**src/rtl/apb_reg_bank.sv**
```systemverilog
// APB4 completer with a bank of NUM_REGS control/status registers.
// Software writes are byte-strobed and pulse wr_pulse_o; hardware can also update registers directly.
module apb_reg_bank #(
  parameter int                              ADDR_WIDTH  = 32,
  parameter int                              DATA_WIDTH  = 32,
  parameter int                              NUM_REGS    = 16,
  parameter int                              WAIT_CYCLES = 0,
  parameter logic [NUM_REGS-1:0]             RO_MASK     = '0,
  parameter logic [NUM_REGS*DATA_WIDTH-1:0]  RESET_VAL   = '0,
  parameter bit                              PRIV_ONLY   = 1'b0
) (
  input  logic                           clk_i,
  input  logic                           rst_ni,
  input  logic [ADDR_WIDTH-1:0]          paddr_i,
  input  logic [2:0]                     pprot_i,
  input  logic                           psel_i,
  input  logic                           penable_i,
  input  logic                           pwrite_i,
  input  logic [DATA_WIDTH-1:0]          pwdata_i,
  input  logic [DATA_WIDTH/8-1:0]        pstrb_i,
  output logic                           pready_o,
  output logic [DATA_WIDTH-1:0]          prdata_o,
  output logic                           pslverr_o,
  output logic [NUM_REGS*DATA_WIDTH-1:0] reg_q_o,
  input  logic [NUM_REGS-1:0]            hw_we_i,
  input  logic [NUM_REGS*DATA_WIDTH-1:0] hw_wdata_i,
  output logic [NUM_REGS-1:0]            wr_pulse_o
);

  localparam int STRB_W = DATA_WIDTH / 8;
  localparam int OFF_W  = $clog2(STRB_W);
  localparam int IDX_W  = ADDR_WIDTH - OFF_W;
  // Comparison width wide enough for both the captured index and NUM_REGS (up to 256).
  localparam int CW     = (IDX_W > 9) ? IDX_W : 9;

  typedef enum logic {IDLE, ACCESS} state_e;

  state_e                 state_q, state_d;
  logic [3:0]             cnt_q, cnt_d;
  logic [IDX_W-1:0]       idx_q;
  logic                   wr_q;
  logic [DATA_WIDTH-1:0]  wdata_q;
  logic [STRB_W-1:0]      strb_q;
  logic                   prot0_q;

  logic [DATA_WIDTH-1:0]  regs_q [NUM_REGS];
  logic [DATA_WIDTH-1:0]  regs_d [NUM_REGS];
  logic [NUM_REGS-1:0]    pulse_q;

  logic [NUM_REGS-1:0]    hit;
  logic [NUM_REGS-1:0]    we_vec;
  logic [DATA_WIDTH-1:0]  rd_data;
  logic                   setup;
  logic                   err;
  logic                   apb_we;
  logic                   unused_in;

  if (OFF_W > 0) begin : g_off
    assign unused_in = ^{pprot_i[2:1], paddr_i[OFF_W-1:0]};
  end else begin : g_nooff
    assign unused_in = ^pprot_i[2:1];
  end

  assign setup = psel_i & ~penable_i;

  always_comb begin
    state_d = state_q;
    cnt_d   = cnt_q;
    case (state_q)
      IDLE: begin
        if (setup) begin
          state_d = ACCESS;
          cnt_d   = 4'(WAIT_CYCLES);
        end
      end
      ACCESS: begin
        // Completion at cnt=0 is unconditional; a dropped psel only aborts during wait states.
        if (cnt_q == 4'd0)   state_d = IDLE;
        else if (!psel_i)    state_d = IDLE;
        else                 cnt_d   = cnt_q - 4'd1;
      end
      default: state_d = IDLE;
    endcase
  end

  always_ff @(posedge clk_i or negedge rst_ni) begin
    if (!rst_ni) begin
      state_q <= IDLE;
      cnt_q   <= 4'd0;
    end else begin
      state_q <= state_d;
      cnt_q   <= cnt_d;
    end
  end

  always_ff @(posedge clk_i) begin
    if (state_q == IDLE && setup) begin
      idx_q   <= paddr_i[ADDR_WIDTH-1:OFF_W];
      wr_q    <= pwrite_i;
      wdata_q <= pwdata_i;
      strb_q  <= pstrb_i;
      prot0_q <= pprot_i[0];
    end
  end

  always_comb begin
    hit     = '0;
    rd_data = '0;
    for (int i = 0; i < NUM_REGS; i++) begin
      hit[i] = (CW'(idx_q) == CW'(i));
      if (hit[i]) rd_data = regs_q[i];
    end
  end

  assign pready_o  = (state_q == ACCESS) && (cnt_q == 4'd0);
  assign err       = (~|hit) | (wr_q & |(hit & RO_MASK)) | (PRIV_ONLY & ~prot0_q);
  assign pslverr_o = pready_o & err;
  assign prdata_o  = (pready_o && !err && !wr_q) ? rd_data : '0;
  assign apb_we    = pready_o & wr_q & ~err;
  assign we_vec    = hit & {NUM_REGS{apb_we}};

  // APB-strobed bytes win over a same-edge hardware write; other bytes follow hardware.
  always_comb begin
    for (int i = 0; i < NUM_REGS; i++) begin
      regs_d[i] = regs_q[i];
      for (int b = 0; b < STRB_W; b++) begin
        if (hw_we_i[i])
          regs_d[i][b*8 +: 8] = hw_wdata_i[i*DATA_WIDTH + b*8 +: 8];
        if (we_vec[i] && strb_q[b])
          regs_d[i][b*8 +: 8] = wdata_q[b*8 +: 8];
      end
    end
  end

  always_ff @(posedge clk_i or negedge rst_ni) begin
    if (!rst_ni) begin
      for (int i = 0; i < NUM_REGS; i++)
        regs_q[i] <= RESET_VAL[i*DATA_WIDTH +: DATA_WIDTH];
      pulse_q <= '0;
    end else begin
      for (int i = 0; i < NUM_REGS; i++)
        regs_q[i] <= regs_d[i];
      pulse_q <= we_vec;
    end
  end

  always_comb begin
    reg_q_o = '0;
    for (int i = 0; i < NUM_REGS; i++)
      reg_q_o[i*DATA_WIDTH +: DATA_WIDTH] = regs_q[i];
  end

  assign wr_pulse_o = pulse_q;

endmodule

```
**config.mk**
```make
export PLATFORM = sky130hd
export DESIGN_NAME = apb_reg_bank
export DESIGN_NICKNAME = d
export VERILOG_FILES = /design/src/rtl/apb_reg_bank.sv
export SDC_FILE = /design/constraint.sdc
export NUM_CORES = 1
export LEC_CHECK = 0
export ABC_AREA = 1
export BUFFER_PORTS_ARGS = -buffer_cell sky130_fd_sc_hd__clkbuf_2
export CORE_AREA = 4 4 456 458
export DETAILED_ROUTE_END_ITERATION = 7
export DIE_AREA = 0 0 460 462
export PLACE_DENSITY = 0.38
export SYNTH_ARGS = -nofsm -noshare
export SYNTH_HDL_FRONTEND = slang
export SYNTH_SLANG_ARGS = --single-unit
export TNS_END_PERCENT = 10
```
**constraint.sdc**
```tcl
create_clock -name clk_i -period 18.9 [get_ports clk_i]
set_clock_uncertainty 0.05 [all_clocks]
set_input_delay 1.89 -clock clk_i [delete_from_list [all_inputs] [get_ports clk_i]]
set_output_delay 1.89 -clock clk_i [all_outputs]
set_load 0.1 [all_outputs]
```
; Word-level counts from Yosys, hierarchy flattened
; Index checks and enable logic that the tools add are counted.
[word_totals]
ff_bits = 600
inputBits = 604
elab_cells = 388
[classes]
n_addsub = 1
eq_ne = 18
n_mux = 153
bitwise = 7
n_reduce_logical = 138
[op_table]
columns = operator, count
row1 = $mux 8, 128
row2 = $mux 32, 17
row3 = $eq 30x4->1 const B, 8
row4 = $reduce_bool 2->1, 64
row5 = $eq 30x3->1 const B, 4
row6 = $logic_and 1x1->1, 68
row7 = $eq 30x2->1 const B, 2
row8 = $eq 30x1->1 const B, 1
row9 = $logic_not 30->1, 1
row10 = $and 16x16->16, 1
row11 = $reduce_or 16->1, 1
row12 = $mux 4, 3
row13 = $pmux 4 s2, 1
row14 = $ne 2x2->1 const B, 3
row15 = $and 1x1->1, 4
row16 = $logic_not 4->1, 1
row17 = $sub 4x1->4 const B, 1
row18 = $mux 1, 3
row19 = $reduce_and 3->1, 1
row20 = $logic_not 1->1, 2
row21 = $not 1->1, 2
row22 = $pmux 1 s2, 1

; Depth between registers and ports, before layout
; Gate-level depths: netlist (run 1).
[logic_depth]
depth_word = 18
mapped_depth = 26
ltp_nobuf = 25

; Worst setup path before layout (run 1)
; OpenSTA, ideal clock, no wires.
[synth_path]
path_kind = input -> register
startpoint = input port penable_i
endpoint = register cnt_q[2]
setup_time_ps = 116
arrival_time_ps = 7494
required_ps = 18734
slack_ps = 11240
stages = 3
path_buffers = 0
cell_sequence = nor3_1 nor2_1 o31ai_1
[synth_via]
elab_chain_cells = 4
[synth_lines]
columns = element, line_no
row1 = from (decl), 17  ; input logic penable_i,
row2 = $not 1->1, 64  ; assign setup = psel_i & ~penable_i;
row3 = $and 1x1->1, 64
row4 = $ne 2x2->1 (no source line), -
row5 = $reduce_and 3->1 (no source line), -
row6 = to (signal assigned), 92  ; cnt_q <= cnt_d;
row7 = to (decl), 39  ; logic [3:0] cnt_q, cnt_d;
; Every way passes these cells.
; A chain may end at the register's enable or synchronous reset.

; Final worst setup path (run 1)
[layout_path]
startpoint = register idx_q[4]
endpoint = output port prdata_o[8]
[layout_via]
elab_chain_cells = 18
elab_cells_between_ends = 36
[layout_lines]
columns = element, line_no
row1 = from (decl), 40  ; logic [IDX_W-1:0] idx_q;
row2 = from (signal assigned), 98  ; idx_q <= paddr_i[ADDR_WIDTH-1:OFF_W];
row3 = $logic_not 30->1, 110  ; hit[i] = (CW'(idx_q) == CW'(i));
row4 = $mux 32 (16 in a row), 111  ; if (hit[i]) rd_data = regs_q[i];
row5 = $mux 32 *, 118  ; assign prdata_o = (pready_o && !err && !wr_q) ? rd_data : '0;
row6 = to (decl), 22  ; output logic [DATA_WIDTH-1:0] prdata_o,
; Mark *: on every way between the ends. The rest lies on a longest branch, timed or not.

==> run metrics, run 1 <==
outcome completed; grt ovf 0; power per cell area 105.7 nW/um^2; Avg Cell Area, Syn 8.133 sq um; Num Clock Sinks 600; fraction of layout cells with a size suffix above 1 28.57%; area delta synth->final 35.50%; WL/cell 36.06 um; antenna violations before repair 62; worst flop-to-flop path startpoint idx_q[4]; Min Clock Period, post-route 9393 ps; worst-path fanout max 28; clock buffer count from CTS between 80 and 90; first-pass iteration count of the detailed router 6; Iter 0 DRT Violations 4407; final max-slew violation count 0; chip width 460 um; RSZ-0062 raised after global routing no; clk_lat worst skew 710 ps; Routed WL between 200000 and 300000 um; FF-to-FF End reg_q_o[155]; Hold Crit Class reg2reg; num ports 1166; peak supply drop 0.06678 mV; die height 462 um; CTS-repair resized insts 0; Startpoint Class flip-flop; port bufs approximately 1200; met3 usage 6.482%; CP required 16960 ps; Cells after Synth between 3000 and 4000; hold_sp cnt_q[0]; first-pass GRT wire length about 360000 um; gr busiest metal met2; Final HPWL DP 213900 um; Area contributors post-synth dfrtp_1 (41%), nand3_1 (13%), nand2_1 (7.4%); post-CTS setup buffers 0; H-tree depth 3; period utilization 49.70%; reg2reg setup slack 11290 ps; maxcap violations 0; met1 usage 33.70%; GRT Overall Usage 25.22%; largest net degree at the start of global routing around 120; final setup vio count 0; Worst slew margin 24.41%; WHS Path Cells 1; met2 GRT Util 38.15%; Static Leak 20.86 nW; Yosys cell types 35; Critical Path AT 7450 ps; CP Capture Type output pin; DRT antenna net count 0; kind of critical path reg2out; Mapped Area 32190 sq um; most frequent cells in the layout clkbuf_2 (1159), nand3_1 (812), nand2_1 (637); synth warn 0; DRC 0; TritonCTS clock tree yes; final net count 5579; post-synthesis sequential area ratio 47.69%; clk slew on worst S/H paths 60 ps; Final Hold Viols 0; Synth Net Count 4563; via count between 30000 and 40000; number of global-route vias before repair 36130; top-area cell type share of the netlist area 41.44%; drt via density 4.834; commonest non-fill, non-tap cell in the layout clkbuf_2; # rows 166; clock root buffer clkbuf_16; placed cell area 40750 sq um; core box area 204000 sq um; # hold bufs at CTS 0; Starting Density 15.78%; GP Congestion 0.8796; Least-Margin Pin Slew 1127 ps; DIE AREA 212500 sq um; worst r2r path cells 17; Yosys top cell by area dfrtp_1; Max Root-Sink Buffers 3; total negative slack 0 ps; hold endpoint cnt_q[0]; Fmax achieved 0.1065 GHz; #FFs+latches synth 600; cell area after layout 43620 sq um
==> how the worst max path moves through the flow <==
stage               startpoint  slack (ps)          end
floorplan            penable_i       11240     cnt_q[2]
global placement      idx_q[4]       10230  prdata_o[8]
detailed placement    idx_q[4]       10220  prdata_o[8]
CTS                   idx_q[4]        9400  prdata_o[8]
global route          idx_q[4]        9200  prdata_o[8]
finish                idx_q[4]        9510  prdata_o[8]
==> where the power goes <==
group | total, mW | internal (mW) | leakage, nW | switching, mW
clock | 1.69 | 0.973 | 1.36 | 0.715
sequential | 1.53 | 1.42 | 7.13 | 0.110
combinational | 1.39 | 0.206 | 12.4 | 1.19
total | 4.61 | 2.60 | 20.9 | 2.01
==> sequential cells by signal, indices dropped and copies added (netlist names) <==
name and count:
wr_q 1, state_q 1, wr_pulse_o 16, strb_q 4, wdata_q 32, idx_q 30
cnt_q 4, reg_q_o 512
==> critical path, stage by stage (launching register included) <==
cell	delay, ps
edfxtp_1	320
inv_1	40
nand2_1	140
nor2_4	110
nand3_1	210
nor2_1	130
nand2_2	590
inv_2	480
nor2_1	790
clkinv_1	870
a21oi_1	840
nand4_2	330
nand2_1	160
nor2_2	40
buf_4	210
clkinv_1	540
a21oi_1	110
nand2_1	200
inv_1	70
clkbuf_2	370
==> synth_stat cells, drive strengths merged <==
master,number
nand3,818
nand2,653
inv,552
dfrtp,533
o221ai,272
o21ai,255
o211ai,247
clkbuf,174
buf,145
a21oi,109
nor2,77
edfxtp,67
a31oi,9
clkinv,9
nor3,9
nand3b,8
o22ai,6
a221oi,5
nand4,3
nor4,2
xnor2,2
a21o,1
ha,1
o31ai,1
==> cell type report <==
type                            instances  area [sq um]
Antenna cell                           27         67.56
Clock buffer                          120          2452
Clock inverter                         34         342.8
Fill cell                           23190        160300
Inverter                              561          2106
Multi-Input combinational cell       2478         13450
Sequential cell                       600         15350
Tap cell                             2688          3363
Timing Repair Buffer                 1248          6489
==> kinds of logic after synthesis <==
family | after synthesis | share of synthesized area (%)
AO/OA/AOI/OAI | 905 | 19.29
XOR/XNOR | 2 | 0.05443
adder cells (fa/ha/maj) | 1 | 0.03886
buffers and inverters | 880 | 10.67
flip-flops | 600 | 47.69
AND/OR/NAND/NOR | 1570 | 22.26
==> through the flow <==
step	cells	utilization [%]	hold slack [ps]	power (mW)	setup WS, ps
after global routing	7745	21.37	495.0	4.743	9204
after floorplan	3958	-	429.8	2.453	11240
final	7756	21.38	473.2	4.610	9507
after global placement	7575	19.98	457.8	2.943	10230
after detailed placement	7575	19.98	459.7	2.946	10220
after CTS	7729	21.35	474.0	4.657	9396
==> metal layers <==
metal	share of wire (%)	up-vias	wire [um]
li1	-	15940	-
met1	43	18970	119300
met2	43	2207	120900
met3	9.2	350	25620
met4	4.9	26	13720
met5	0.063	-	177
(Power assumes the default switching activity.)
==> inputs of run 2 (changes only) <==
--- a/config.mk
+++ b/config.mk
@@ -5,11 +5,11 @@
 export SDC_FILE = /design/constraint.sdc
 export NUM_CORES = 1
 export LEC_CHECK = 0
-export ABC_AREA = 1
+export ABC_AREA = 0
 export BUFFER_PORTS_ARGS = -buffer_cell sky130_fd_sc_hd__clkbuf_2
-export CORE_AREA = 4 4 456 458
+export CORE_AREA = 4 4 458 460
 export DETAILED_ROUTE_END_ITERATION = 7
-export DIE_AREA = 0 0 460 462
+export DIE_AREA = 0 0 462 464
 export PLACE_DENSITY = 0.38
 export SYNTH_ARGS = -nofsm -noshare
 export SYNTH_HDL_FRONTEND = slang
==> constraint.sdc (replaced) <==
create_clock -name clk_i -period 9.8 [get_ports clk_i]
set_clock_uncertainty 0.05 [all_clocks]
set_input_delay 0.98 -clock clk_i [delete_from_list [all_inputs] [get_ports clk_i]]
set_output_delay 0.98 -clock clk_i [all_outputs]
set_load 0.1 [all_outputs]
==> run metrics, run 2 <==
outcome completed; kind of critical path reg2out; DRT antenna net count 0 (unchanged); final setup vio count 0 (unchanged); worst-path fanout max 16 (-43%); area delta synth->final 38.32%; WL/cell 38.04 um (+5.5%); drt via density 4.527 (-6.3%); placed cell area 40480 sq um (-0.67%); worst r2r path cells 7 (-10); Startpoint Class flip-flop; Post-synth EDFFs 67 (unchanged); CP Capture Type output pin; RSZ-0062 raised after global routing no; DIE AREA 214400 sq um (+0.87%); Post-synth top cells nor2_1 (596), a21oi_1 (557), mux2i_1 (547), dfrtp_1 (533), clkbuf_1 (184); top-count cell post-synth nor2_1; GRT Overall Usage 24.20% (-1.0 points); CTS-repair resized insts 0 (unchanged); final net count 4896 (-12%); #FFs+latches synth 600 (unchanged); total negative slack 0 ps (unchanged); FF-to-FF End reg_q_o[299]; die height 464 um (+0.43%); total chip power 9.080 mW (+97%); synth warn 0 (unchanged); Mapped Area 31360 sq um (-2.6%); Critical Path AT 6190 ps (-1260 ps); post-synthesis sequential area ratio 48.95% (+1.3 points); Inst Count DP 6911 (-8.8%); num ports 1166 (unchanged); async set-reset flop share out of synthesis 88.83% (unchanged); first-pass iteration count of the detailed router 6 (unchanged); grt ovf 0 (unchanged); CP required 8770 ps (-8190 ps); Hold WS 231.1 ps (-242.1 ps); Critical path origin idx_q[3]; Synth Net Count 3812 (-16%); Iter 0 DRT Violations 2896 (-34%); Worst slew margin 19.75% (-4.7 points); Avg Cell Area, Syn 9.777 sq um (+20%); fraction of layout cells with a size suffix above 1 34.54% (+6.0 points); Routed WL 270100 um (-3.4%); first-pass GRT wire length 340100 um (-5.0%); Fillers 22850 (-1.5%); number of global-route vias before repair 31330 (-13%); largest net degree at the start of global routing 133 (+13%); Static Leak 20.18 nW (-3.2%); Least-Margin Pin Slew 1204 ps (+76.77 ps); post-CTS setup buffers 0 (unchanged); TritonCTS clock tree yes; final core utilization 21.05% (-0.33 points); final max-slew violation count 0 (unchanged); GP Congestion 0.8510 (-3.3%); Num Clock Sinks 600 (unchanged); # rows 167 (+0.60%); Final HPWL DP 217500 um (+1.6%); Min Clock Period, post-route 7224 ps; via count 32140 (-14%); final non-filler cell total 7099 (-8.5%); Hold Crit Class in2async; Yosys top cell by area dfrtp_1; antenna violations before repair 74 (+19%); dpl ws 3333 ps (-6888 ps); period utilization between 70% and 80%; Starting Density 15.22% (-0.56 points); clk slew on worst S/H paths 60 ps (about the same); clock root buffer clkbuf_16; Yosys cell types 68 (+94%); H-tree depth 3 (unchanged); Fmax achieved 0.1384 GHz; # hold bufs at CTS 0 (unchanged); cell area after layout 43370 sq um (-0.56%); chip width 462 um (+0.43%); clk_lat worst skew 720 ps (about the same); Max Root-Sink Buffers 3 (unchanged); port bufs 1160 (unchanged); Cells after Synth 3207 (-19%); reg2reg setup slack 4720 ps (-6570 ps); most frequent cells in the layout clkbuf_2 (1156), nor2_1 (590), a21oi_1 (557); core box area 206000 sq um (+1.0%); Area contributors post-synth dfrtp_1 (43%), mux2i_1 (17%), a21oi_1 (8.9%); power per cell area 209.3 nW/um^2 (+98%); peak supply drop 0.1349 mV (+100%); commonest non-fill, non-tap cell in the layout clkbuf_2; worst flop-to-flop path startpoint idx_q[27]; Final Hold Viols 0 (unchanged); number of flip-flops in the largest register 512 (unchanged); maxcap violations 0 (unchanged); clock buffer count from CTS 82 (-3.5%); Setup WS post-layout 2576 ps (-6931 ps); top_reg_cell synth dfrtp_1; DRC 0 (unchanged); top-area cell type share of the netlist area 42.54% (+1.1 points)
-- run 2: cell count changes after synthesis, moves of 260 or more --
cell | before | now
mux2i_1 | 0 | 547
nor2_1 | 60 | 596
o221ai_1 | 272 | 12
nand2_1 | 638 | 121
inv_1 | 546 | 7
a21oi_1 | 109 | 557
nand3_1 | 815 | 41
-- run 2: worst max path at each step --
stage / end / slack, ps / cells past startpoint
detailed placement: prdata_o[21] / 3330 / 10
floorplan: prdata_o[17] / 3260 / 9
CTS: prdata_o[21] / 2480 / 10
global placement: prdata_o[21] / 3360 / 10
global route: prdata_o[21] / 2380 / 10
finish: prdata_o[21] / 2580 / 10
-- run 2: worst max-delay path, stage by stage (launching register included) --
cell and delay, ps:
edfxtp_1 350, buf_4 240, nor2b_2 710, nand4_1 500, nor3_2 960, buf_4 350, a221oi_1 70, a21oi_1 600
a211oi_1 330, o41ai_1 730, clkbuf_2 580
-- run 2: per-layer routing --
layer	global-route usage, %	up-vias	routed length (um)
met2	40.47	1698	128700
met5	0	-	82
met1	31.57	16330	116100
met4	6.776	12	7003
li1	-	13840	-
met3	4.729	262	18170
-- run 2: cell type report --
cell class | instances | area (sq um) | share of cell area, %
Antenna cell | 35 | 87.58 | 0.2019
Clock buffer | 120 | 2357 | 5.435
Clock inverter | 33 | 446.7 | 1.030
Inverter | 8 | 32.53 | 0.07500
Multi-Input combinational cell | 2317 | 14970 | 34.52
Sequential cell | 600 | 15350 | 35.39
Tap cell | 2704 | 3383 | 7.800
Timing Repair Buffer | 1282 | 6744 | 15.55
-- run 2: power breakdown --
part / internal, mW / total [mW] / switching, mW
Combinational: 0.464 / 2.71 / 2.24
Sequential: 2.74 / 3.15 / 0.407
Clock: 1.87 / 3.22 / 1.35
Total: 5.08 / 9.08 / 4.00
-- run 2: kinds of logic after synthesis --
kind of cell | after synthesis | synth area share (%)
AOI/OAI and AO/OA | 862 | 16.12
muxes | 585 | 19.04
xor gates and xnor gates | 2 | 0.05587
buffers and inverters | 290 | 3.703
DFF | 600 | 48.95
adders and majority gates | 1 | 0.03990
and+or+nand+nor | 867 | 12.09
==> inputs of run 3 (changes only) <==
==> constraint.sdc (replaced) <==
create_clock -name clk_i -period 7.06 [get_ports clk_i]
set_clock_uncertainty 0.05 [all_clocks]
set_input_delay 0.706 -clock clk_i [delete_from_list [all_inputs] [get_ports clk_i]]
set_output_delay 0.706 -clock clk_i [all_outputs]
set_load 0.1 [all_outputs]
==> run metrics, run 3 (synthesized netlist as in run 2, its figures left out) <==
outcome completed; post-CTS setup buffers 0 (unchanged); drt via density 4.508 (-0.43%); via count 31990 (-0.45%); fraction of layout cells with a size suffix above 1 34.81% (+0.27 points); Worst slew margin 20.01% (+0.25 points); Startpoint Class flip-flop; number of global-route vias before repair 31600 (+0.88%); number of flip-flops in the largest register 512 (unchanged); first-pass GRT wire length 340200 um (about the same); first-pass iteration count of the detailed router 6 (unchanged); maxcap violations 0 (unchanged); commonest non-fill, non-tap cell in the layout clkbuf_2; Top delay family on crit path simple AND/OR/NAND/NOR gates; slowest stage delay, CP 920 ps (-40 ps); clock root buffer clkbuf_16; worst-path fanout max 17 (+1); kind of critical path reg2out; largest net degree at the start of global routing 131 (-1.5%); # hold bufs at CTS 1 (+1); Hold Crit Class in2reg; Num Clock Sinks 600 (unchanged); # rows 167 (unchanged); slowest CP cell or3_1; clk_lat worst skew 730 ps (about the same); most frequent cells in the layout clkbuf_2 (1144), nor2_1 (590), a21oi_1 (557); CP required 6300 ps (-2470 ps); Static Leak 20.21 nW (+0.11%); Least-Margin Pin Slew 1200 ps (-3.782 ps); H-tree depth 3 (unchanged); Routed WL 270000 um (about the same); final max-slew violation count 0 (unchanged); Setup WS post-layout 716.2 ps (-1860 ps); RSZ-0062 raised after global routing no; core box area 206000 sq um (unchanged); chip width 462 um (unchanged); dpl ws 1436 ps (-1897 ps); GP Congestion 0.8585 (+0.88%); final net count 4902 (+0.12%); CP Capture Type output pin; Hold WS 101.3 ps (-129.9 ps); DIE AREA 214400 sq um (unchanged); clock buffer count from CTS 81 (-1.2%); cells along the critical path and2_1, nand3_1, or3_1, o22ai_1, a311o_1, a221oi_1, clkbuf_2; WL/cell 38.04 um (about the same); Iter 0 DRT Violations 2944 (+1.7%); Max Root-Sink Buffers 3 (unchanged); port bufs 1160 (unchanged); antenna violations before repair 87 (+18%); final setup vio count 0 (unchanged); Final Hold Viols 0 (unchanged); TritonCTS clock tree yes; Fillers 22820 (-0.13%); die height 464 um (unchanged); period utilization 89.86%; CP Buf/Inv Count 1 (-2); num ports 1166 (unchanged); Final HPWL DP 219800 um (+1.1%); DRT antenna net count 0 (unchanged); grt ovf 0 (unchanged); total negative slack 0 ps (unchanged); GRT Overall Usage 24.26% (+0.061 points); clk slew on worst S/H paths 60 ps (about the same); peak supply drop 0.1795 mV (+33%); Starting Density 15.22% (unchanged); Min Clock Period, post-route 6344 ps; Critical Path AT 5590 ps (-600 ps); area delta synth->final 38.60%; Fmax achieved 0.1576 GHz; DRC 0 (unchanged); power per cell area 287.0 nW/um^2 (+37%); CTS-repair resized insts 0 (unchanged)
## run 3: cell count changes in the layout (fill, tap and decap cells not counted), moves of 2 or more
cell,change
inv_6,+2
clkinv_8,-3
buf_4,+9
clkinv_4,+3
diode_2,-8
clkinvlp_4,+5
clkinv_2,+6
bufinv_16,-3
clkbuf_2,-12
buf_12,+9
clkbuf_1,-9
## run 3: per-stage QoR
stage / area [sq um] / utilization (%) / std cells / power [mW]
2_1_floorplan: 31360 / - / 3207 / 6.833
3_3_place_gp: 40670 / 19.74 / 6917 / 8.224
3_5_place_dp: 40670 / 19.74 / 6917 / 8.225
4_1_cts: 43390 / 21.06 / 7070 / 12.62
5_1_grt: 43420 / 21.08 / 7082 / 12.83
6_report: 43460 / 21.09 / 7097 / 12.47
## run 3: area by class of cell
class | count | area [sq um] | area share (%)
well taps | 2704 | 3383 | 7.785
clock buffers | 110 | 2310 | 5.315
diodes | 27 | 67.56 | 0.1555
clock inverters | 42 | 404.1 | 0.9299
repair buffers | 1289 | 6942 | 15.97
flip-flops and latches | 600 | 15350 | 35.32
inverters | 8 | 32.53 | 0.07485
multi-input cells | 2317 | 14970 | 34.45
## run 3: worst paths after layout
path / from / end / slack, ps / cells past startpoint
worst max-delay path: idx_q[0] / prdata_o[8] / 720 / 7
worst min-delay path: pwdata_i[27] / wdata_q[27] / 100 / 1
worst max register to register: idx_q[27] / reg_q_o[297] / 2160 / 9
worst min register to register: cnt_q[0] / cnt_q[0] / 480 / 1
max in group asynchronous: rst_ni / reg_q_o[421] / 4970 / 3
min in group asynchronous: rst_ni / reg_q_o[86] / 600 / 2
## run 3: metal layers
| layer | up-vias | share of wire, % | track usage (%) |
|---|---|---|---|
| li1 | 13850 | - | - |
| met1 | 16150 | 43 | 31.87 |
| met2 | 1691 | 47 | 40.32 |
| met3 | 278 | 6.5 | 4.296 |
| met4 | 24 | 3.0 | 7.484 |
| met5 | - | 0.059 | 0 |
## run 3: power breakdown
part / leakage, nW / switching [mW] / total, mW / internal [mW]
clock: 1.32 / 1.87 / 4.33 / 2.46
sequential: 6.86 / 0.566 / 4.37 / 3.81
combinational: 12.0 / 3.12 / 3.76 / 0.647
